==> src/rtl/pgm_rom_port.sv <==
// 68000 responder for the BIOS/P-ROM region: one 64-bit line buffer, misses go to the SDRAM arbiter over a toggle req/ack link.
// Optional hit/miss counters are compiled in with PGM_ROM_PORT_STATS_EN.
module pgm_rom_port #(
   parameter int SYNC_STAGES = 2,
   parameter int ADDR_W      = 21
) (
   input  logic              fixed_20m_clk,
   input  logic              reset,
   input  logic              cpu_as_n,
   input  logic              cpu_rw_n,
   input  logic              cpu_uds_n,
   input  logic              cpu_lds_n,
   input  logic [23:1]       cpu_adr,
   input  logic              rom_sel,
   output logic              cpu_dtack_n,
   output logic [15:0]       cpu_dout,
   input  logic              flush,
   output logic              arb_req_tgl,
   output logic [ADDR_W-1:0] arb_addr,
   input  logic              arb_ack_tgl,
   input  logic [63:0]       arb_data,
   output logic              busy
`ifdef PGM_ROM_PORT_STATS_EN
   ,
   output logic [15:0]       stat_hits,
   output logic [15:0]       stat_misses
`endif
);

   typedef enum logic [1:0] {S_IDLE, S_WAIT, S_ACK, S_HOLD} state_t;

   state_t                 r_state, w_state_nxt;
   logic                   r_cyc_d, r_start;
   logic [SYNC_STAGES-1:0] r_ack_sync;
   logic                   r_ack_seen;
   logic [63:0]            r_line;
   logic [ADDR_W-1:0]      r_line_tag;
   logic                   r_line_valid, r_flush_pend;
   logic                   r_dtack_n, r_req_tgl, r_busy;
   logic [15:0]            r_dout;
   logic [ADDR_W-1:0]      r_arb_addr;

   logic                   w_cyc, w_hit, w_ack_sync, w_ack_new;
   logic                   w_take, w_issue, w_fill, w_ack, w_release;
   logic [ADDR_W-1:0]      w_tag;
   logic [15:0]            w_word;

   assign cpu_dtack_n = r_dtack_n;
   assign cpu_dout    = r_dout;
   assign arb_req_tgl = r_req_tgl;
   assign arb_addr    = r_arb_addr;
   assign busy        = r_busy;

   always_comb begin
      w_cyc      = !cpu_as_n && rom_sel && (!cpu_uds_n || !cpu_lds_n);
      w_tag      = ADDR_W'(cpu_adr[23:3]);
      // a flush in the same cycle as the lookup forces a miss
      w_hit      = r_line_valid && !flush && (r_line_tag == w_tag);
      w_ack_sync = r_ack_sync[SYNC_STAGES-1];
      w_ack_new  = (w_ack_sync != r_ack_seen);
      case (cpu_adr[2:1])
         2'd0:    w_word = r_line[15:0];
         2'd1:    w_word = r_line[31:16];
         2'd2:    w_word = r_line[47:32];
         default: w_word = r_line[63:48];
      endcase
   end

   always_comb begin
      w_state_nxt = r_state;
      w_take      = 1'b0;
      w_issue     = 1'b0;
      w_fill      = 1'b0;
      w_ack       = 1'b0;
      w_release   = 1'b0;
      case (r_state)
         S_IDLE: begin
            if (r_start) begin
               w_take = 1'b1;
               if (!cpu_rw_n || w_hit) begin
                  w_state_nxt = S_ACK;
               end else begin
                  w_issue     = 1'b1;
                  w_state_nxt = S_WAIT;
               end
            end
         end
         S_WAIT: begin
            if (w_ack_new) begin
               w_fill      = 1'b1;
               w_state_nxt = w_cyc ? S_ACK : S_IDLE;
            end
         end
         S_ACK: begin
            w_ack       = 1'b1;
            w_state_nxt = S_HOLD;
         end
         default: begin
            if (cpu_as_n || !rom_sel) begin
               w_release   = 1'b1;
               w_state_nxt = S_IDLE;
            end
         end
      endcase
   end

   always_ff @(posedge fixed_20m_clk) begin
      if (reset) begin
         r_state      <= S_IDLE;
         r_cyc_d      <= 1'b0;
         r_start      <= 1'b0;
         r_ack_sync   <= '0;
         r_ack_seen   <= 1'b0;
         r_line       <= '0;
         r_line_tag   <= '0;
         r_line_valid <= 1'b0;
         r_flush_pend <= 1'b0;
         r_dtack_n    <= 1'b1;
         r_dout       <= '0;
         r_req_tgl    <= 1'b0;
         r_arb_addr   <= '0;
         r_busy       <= 1'b0;
      end else begin
         r_state    <= w_state_nxt;
         r_cyc_d    <= w_cyc;
         // start request stays pending while the cycle is active, so a restart during WAIT is not lost
         r_start    <= (r_start || (w_cyc && !r_cyc_d)) && w_cyc && !w_take;
         r_ack_sync <= {r_ack_sync[SYNC_STAGES-2:0], arb_ack_tgl};

         if (w_issue) begin
            r_arb_addr <= w_tag;
            r_req_tgl  <= ~r_req_tgl;
            r_busy     <= 1'b1;
         end

         if (w_fill) begin
            r_line       <= arb_data;
            r_line_tag   <= r_arb_addr;
            r_ack_seen   <= w_ack_sync;
            r_busy       <= 1'b0;
            r_flush_pend <= 1'b0;
         end else if (r_state == S_WAIT && flush) begin
            r_flush_pend <= 1'b1;
         end

         if (flush) begin
            r_line_valid <= 1'b0;
         end else if (w_fill) begin
            r_line_valid <= !r_flush_pend;
         end

         if (w_ack) begin
            r_dtack_n <= 1'b0;
            r_dout    <= cpu_rw_n ? w_word : 16'h0000;
         end else if (w_release) begin
            r_dtack_n <= 1'b1;
            r_dout    <= '0;
         end
      end
   end

`ifdef PGM_ROM_PORT_STATS_EN
   logic [15:0] r_stat_hits, r_stat_misses;

   assign stat_hits   = r_stat_hits;
   assign stat_misses = r_stat_misses;

   always_ff @(posedge fixed_20m_clk) begin
      if (reset) begin
         r_stat_hits   <= '0;
         r_stat_misses <= '0;
      end else if (w_take && cpu_rw_n) begin
         if (w_hit) begin
            if (r_stat_hits != '1) r_stat_hits <= r_stat_hits + 16'd1;
         end else begin
            if (r_stat_misses != '1) r_stat_misses <= r_stat_misses + 16'd1;
         end
      end
   end
`endif

endmodule
==> config.mk <==
export PLATFORM = sky130hd
export DESIGN_NAME = pgm_rom_port
export DESIGN_NICKNAME = d
export VERILOG_FILES = /design/src/rtl/pgm_rom_port.sv
export SDC_FILE = /design/constraint.sdc
export NUM_CORES = 1
export LEC_CHECK = 0
export CAP_MARGIN = 20
export CORE_MARGIN = 2
export CORE_UTILIZATION = 49
export CTS_CLUSTER_DIAMETER = 100
export CTS_CLUSTER_SIZE = 14
export DETAILED_ROUTE_END_ITERATION = 12
export DONT_BUFFER_PORTS = 1
export PLACE_DENSITY = 0.66
export SETUP_SLACK_MARGIN = 0.15
export SLEW_MARGIN = 20
export SYNTH_ARGS = -nofsm -noshare
export SYNTH_HDL_FRONTEND = slang
export SYNTH_SLANG_ARGS = --single-unit
==> constraint.sdc <==
create_clock -name fixed_20m_clk -period 1.87 [get_ports fixed_20m_clk]
set_input_delay 0.374 -clock fixed_20m_clk [delete_from_list [all_inputs] [get_ports fixed_20m_clk]]
set_output_delay 0.374 -clock fixed_20m_clk [all_outputs]
set_load 0.1 [all_outputs]
==> run metrics, run 1 <==
IO Port Bufs 0; WL final approximately 13000 um; Mapped Area around 5300 um^2; critical path capture point type flip-flop; Pins Over Slew Limit 0; status complete, but fails checks; max-cap viol count 0; Worst Hold Slack -0.0626 ns; Tcrit/Tclk final 0.992; critical path startpoint category flip-flop; Vias between 4000 and 5000; DRC 0; global-route wire length before repair around 21000 um; gr usage total 0.236; Die X 108 um; placed standard-cell area 5700 um^2; failing checks hold timing; initial antenna violation count 0; unrepaired setup endpoints after global routing yes; Num CTS Buffers 17; Worst Tran Pin Value around 0.43 ns; pwr dens 956 nW/um^2; clk sink count 134; global route overflow 0; Max-slew headroom 0.711; worst min-delay path class in2reg; Total Power between 6 and 7 mW; crit-path max FO 7; row count 37; RD Place Congestion between 0.8 and 0.9; setup violators final 0; vias in the first global route 4379; clock-pin slew on the worst setup and hold paths about 0.06 ns; share of cells above drive strength 1 0.189; Buf/Inv on CP 1; Max Buffers Root-to-Sink 2; router iterations before antenna repair 5; Chip Height approximately 110 um; # fillers between 800 and 900; Post-synth ARST share 0; CP delay by family, top simple AND/OR/NAND/NOR gates; setup TNS 0 ns; Post-synth top flop dfxtp_1; die area 11600 um^2; Vias/cell roughly 5.4; TritonCTS clock tree built; slowest CP cell o41ai_4; wire length per cell 16.6 um; H-tree depth 4; Avg Cell Area, Syn between 8 and 9 um^2; largest stage delay on the critical path 0.38 ns; Post-Syn Instances around 600; cells along the critical path xor2_2 > nor4_2 > nand4_1 > o41ai_4 > buf_4 > a22o_1; clk_lat worst skew between 0.5 and 0.6 ns; nets approximately 750; Clock Root Buffer clkbuf_8; Crit Path Class reg2reg; largest net degree at the start of global routing ~120; CTS Hold Bufs 28; CP Data Required Time between 2 and 2.5 ns; Initial Util 0.506; Final Hold Fails between 60 and 70; Syn. warnings 0; core area 10400 um^2; Post-DP HPWL 8320 um; area growth from synthesis to layout 27.8%; sequential area share after synthesis 0.511; achievable frequency around 540 MHz; Core Util, Final 0.647; Pleak roughly 2.5 nW; worst vdd ir slightly below 0.9 mV; clock period minus worst slack between 1.5 and 2 ns; DR iter-0 viols roughly 310; most common cell after layout, fill and taps aside nand2_1; WP data arrival between 2 and 2.5 ns; count of cell types in the netlist 40; Synth Net Count ~690; clock skew roughly 0.0080 ns; Antenna Nets Post-Route 0; commonest non-fill, non-tap cells in the layout nand2_1 (173), dfxtp_1 (130), a21oi_1 (89); Top Ports about 140; final instance area approximately 6700 um^2; synthesis-stage register bit count ~130; number of synthesized flops with an enable pin 0
## Yosys cell counts (3+ instances only)
| library cell | number | area [um^2] |
|---|---|---|
| nor3_1 | 3 | 15.0 |
| mux4_2 | 16 | 360 |
| nand4_1 | 3 | 18.8 |
| xnor2_1 | 4 | 35.0 |
| and2_1 | 3 | 18.8 |
| xor2_1 | 18 | 158 |
| a22o_1 | 21 | 184 |
| buf_4 | 3 | 22.5 |
| nor3b_1 | 3 | 22.5 |
| nor2_1 | 22 | 82.6 |
| clkbuf_1 | 30 | 113 |
| nand2_1 | 174 | 653 |
| a21oi_1 | 89 | 445 |
| o21ai_0 | 3 | 15.0 |
| buf_2 | 10 | 50.1 |
| a22oi_1 | 16 | 120 |
| nor2b_1 | 5 | 31.3 |
| dfxtp_1 | 134 | 2680 |
| nor4_1 | 6 | 37.5 |
## flip-flops by register name, summed over array words and instances, names as in the netlist, 2 cells and up
name,cells
arb_addr,21
r_state,2
r_line,64
r_line_tag,21
cpu_dout,16
r_ack_sync,2
## metrics by stage
step | setup WS [ns] | cells
after global placement | 0.00988 | 737
after CTS | 0.0463 | 801
final | 0.0152 | 802
after global routing | -0.0629 | 801
after detailed placement | -0.0144 | 737
after floorplan | 0.0421 | 589
## final cells by class
class,instances,area [um^2],share of cell area
flip-flops and latches,134,2690,0.401
multi-input cells,410,2480,0.370
repair buffers,88,782,0.117
clock buffers,25,484,0.0722
well taps,136,170,0.0254
clock inverters,7,93.8,0.0140
inverters,1,3.75,0.000560
diodes,1,2.50,0.000373
## per-layer routing
| layer | global-route usage | up-vias | part of all wire |
|---|---|---|---|
| met3 | 0.0732 | 11 | 0.064 |
| met1 | 0.285 | 2099 | 0.41 |
| li1 | - | 2138 | - |
| met4 | 0.0852 | 0 | 0.010 |
| met2 | 0.396 | 110 | 0.51 |
| met5 | 0 | - | 0 |
## logic make-up after synthesis
| kind of cell | Yosys count | share of synthesized area |
|---|---|---|
| AND/OR/NAND/NOR | 230 | 0.182 |
| AO/OA/AOI/OAI | 141 | 0.163 |
| flip-flops | 134 | 0.511 |
| buffers and inverters | 45 | 0.0367 |
| XOR/XNOR | 22 | 0.0367 |
| multiplexers | 17 | 0.0705 |
## path summary, 6_finish.rpt
check	slack [ns]	depth (start not counted)	to	from
worst min register to register	0.45	2	r_line[18]	r_line[18]
worst max register to register	0.02	6	arb_addr[6]	r_line_tag[9]
worst min-delay path	-0.06	1	r_line_tag[19]	reset
worst max-delay path	0.02	6	arb_addr[6]	r_line_tag[9]
## where the power goes
group	switching [mW]	internal, mW	total [mW]
sequential	0.0122	2.88	2.89
clock	1.18	2.04	3.22
combinational	0.172	0.132	0.304
total	1.37	5.05	6.42
## worst register-to-register path, delay by kind of cell, from the launching register on
| family | cells | cell delay [ns] |
|---|---|---|
| and+or+nand+nor | 2 | 0.56 |
| xor gates and xnor gates | 1 | 0.16 |
| buffers and inverters | 1 | 0.23 |
| DFF | 1 | 0.33 |
| AOI/OAI and AO/OA | 2 | 0.52 |
## repair_timing
item / CTS / global route
gates resized for setup: 23 / 6
setup buffers: 3 / 0
endpoints found under the setup margin: 25 / 24
cloned: 1 / 0
pin swaps: 5 / 6
hold endpoints to repair: 130 / 103
Note: power is estimated with default switching activity, not from simulation.
==> inputs of run 2 (changes only) <==
CELL_PAD_IN_SITES_DETAIL_PLACEMENT = 1   (was default)
CELL_PAD_IN_SITES_GLOBAL_PLACEMENT = 2   (was default)
CORE_UTILIZATION = 33   (was 49)
CTS_BUF_LIST = sky130_fd_sc_hd__clkbuf_16   (was default)
PLACE_DENSITY = default   (was 0.66)
PLACE_DENSITY_LB_ADDON = 0.1   (was default)
==> run metrics, run 2 (synthesis gave the netlist of run 1 again) <==
status finished, final reports clean; largest net degree at the start of global routing 116 (unchanged); clk sink count 134 (unchanged); unrepaired setup endpoints after global routing yes; IO Port Bufs 0 (unchanged); pwr dens 949 nW/um^2 (-0.75%); H-tree depth 4 (unchanged); Max-slew headroom 0.737 (+0.0261); # fillers 1841 (+110%); # diodes 0 (-1); Chip Height 130 um (+21%); Clock Root Buffer clkbuf_16; register area 2690 um^2 (unchanged); initial antenna violation count 0 (unchanged); Num CTS Buffers 17 (unchanged); Top Ports 136 (unchanged); die area 16900 um^2 (+47%); Pins Over Slew Limit 0 (unchanged); DR iter-0 viols 201 (-35%); Initial Util 0.334 (-0.172); hold path start flush; reg2reg end arb_req_tgl; final worst setup slack 0.0505 ns (+0.0353 ns); global route overflow 0 (unchanged); Core Util, Final 0.407 (-0.239); critical path startpoint category flip-flop; nets 718 (-4.0%); worst vdd ir 0.591 mV (-33%); RD Place Congestion 0.750 (-8.3%); DP Worst Slack -0.0581 ns (-0.0437 ns); WP data arrival 2.12 ns (-0.20 ns); clock-pin slew on the worst setup and hold paths 0.06 ns (about the same); Worst Tran Pin Value 0.394 ns (-0.0391 ns); crit-path max FO 2 (-5); Final Hold Fails 0 (-100%); Die X 130 um (+21%); global-route wire length before repair 23200 um (+10%); gr usage total 0.179 (-0.0564); Antenna Nets Post-Route 0 (unchanged); Vias/cell 5.05 (-7.1%); DRC 0 (unchanged); area growth from synthesis to layout 21.9%; Tcrit/Tclk final 0.973 (-0.0189); router iterations before antenna repair 6 (+1); setup violators final 0 (unchanged); Crit Path Class reg2reg; TritonCTS clock tree built; wire length per cell 17.5 um (+5.3%); FF-to-FF Start r_line_tag[20]; Vias 4285 (-1.7%); clock period minus worst slack 1.82 ns (-0.0353 ns); commonest non-fill, non-tap cells in the layout nand2_1 (173), dfxtp_1 (130), a21oi_1 (89); worst setup path end arb_req_tgl; WL final 14900 um (+11%); Max Buffers Root-to-Sink 2 (unchanged); worst-case reg-to-reg path depth 5 (-1); max-cap viol count 0 (unchanged); most common cell after layout, fill and taps aside nand2_1; achievable frequency 550 MHz (+1.9%); clock skew 0.00562 ns (-0.00236 ns); vias in the first global route 4384 (+0.11%); worst min-delay path class in2reg; CP Data Required Time 2.17 ns (-0.16 ns); critical path capture point type flip-flop; footprint of the multi-input gates 2450 um^2 (-1.3%); Pleak 2.31 nW (-6.3%); share of cells above drive strength 1 0.180 (-0.00938); clk_lat worst skew 0.41 ns (-0.11 ns); setup slack, reg-to-reg 0.05 ns (+0.04 ns); CP startpoint r_line_tag[20]; max reg flops 64 (unchanged); core area 15700 um^2 (+52%); row count 46 (+24%); Largest Register r_line; Post-DP HPWL 9970 um (+20%)
## run 2: cell types whose count changed in the layout (fill, tap and decap cells not counted), sizes merged
cell,previous run,this run
buf,60,58
bufinv,2,1
clkbuf,25,17
clkinv,3,7
clkinvlp,2,0
diode,1,0
dlygate4sd3,28,0
inv,1,6
## run 2: area by class of cell
type | count | area share
sequential | 134 | 0.420
multi-input combinational | 410 | 0.383
timing repair buffer | 58 | 0.0756
clock buffer | 17 | 0.0664
tap | 216 | 0.0422
clock inverter | 13 | 0.0123
inverter | 1 | 0.000586
## run 2: worst min-delay path by stage
stage               cells after the start              to  slack (ns)
floorplan                               1   r_ack_sync[1]        0.41
global placement                        1   r_ack_sync[1]        0.42
detailed placement                      1   r_ack_sync[1]        0.44
CTS                                     1  r_line_tag[20]       0.009
global route                            1  r_line_tag[17]        0.01
finish                                  1    r_line_valid        0.04
## run 2: through the flow
| stage | hold WS, ns | setup TNS, ns | cell area, um^2 | cells | power [mW] |
|---|---|---|---|---|---|
| floorplan | 0.414 | 0 | 5260 | 589 | 3.18 |
| global placement | 0.421 | -0.0863 | 5810 | 817 | 3.20 |
| detailed placement | 0.437 | -0.182 | 5810 | 817 | 3.20 |
| CTS | 0.00895 | 0 | 6330 | 847 | 6.15 |
| global route | 0.0127 | -0.0320 | 6400 | 849 | 6.31 |
| finish | 0.0365 | 0 | 6400 | 849 | 6.08 |
## run 2: repair_timing
action | in CTS | in global routing
hold buffers | 0 | 0
setup buffers | 0 | 1
gates cloned | 0 | 1
resized for setup | 4 | 12
hold endpoints to repair | 0 | 0
setup endpoints to repair | 23 | 24
pin swaps | 3 | 1
## run 2: report_power, final
| part | total, mW | switching (mW) | internal (mW) |
|---|---|---|---|
| logic | 0.255 | 0.161 | 0.0939 |
| registers | 2.89 | 0.0124 | 2.88 |
| clock network | 2.93 | 1.17 | 1.76 |
## run 2: worst max-delay path, cell delays in order, from the launching register on
cell and delay (ns):
dfxtp_2 0.33, xor2_2 0.16, or4_4 0.52, or2_0 0.22
a22o_1 0.21, a311o_1 0.26
## run 2: routing by layer
layer  global-route usage  share of wire
met1                0.225           0.45
met4               0.0601          0.012
met5                    0              0
met3               0.0648          0.062
met2                0.288           0.47
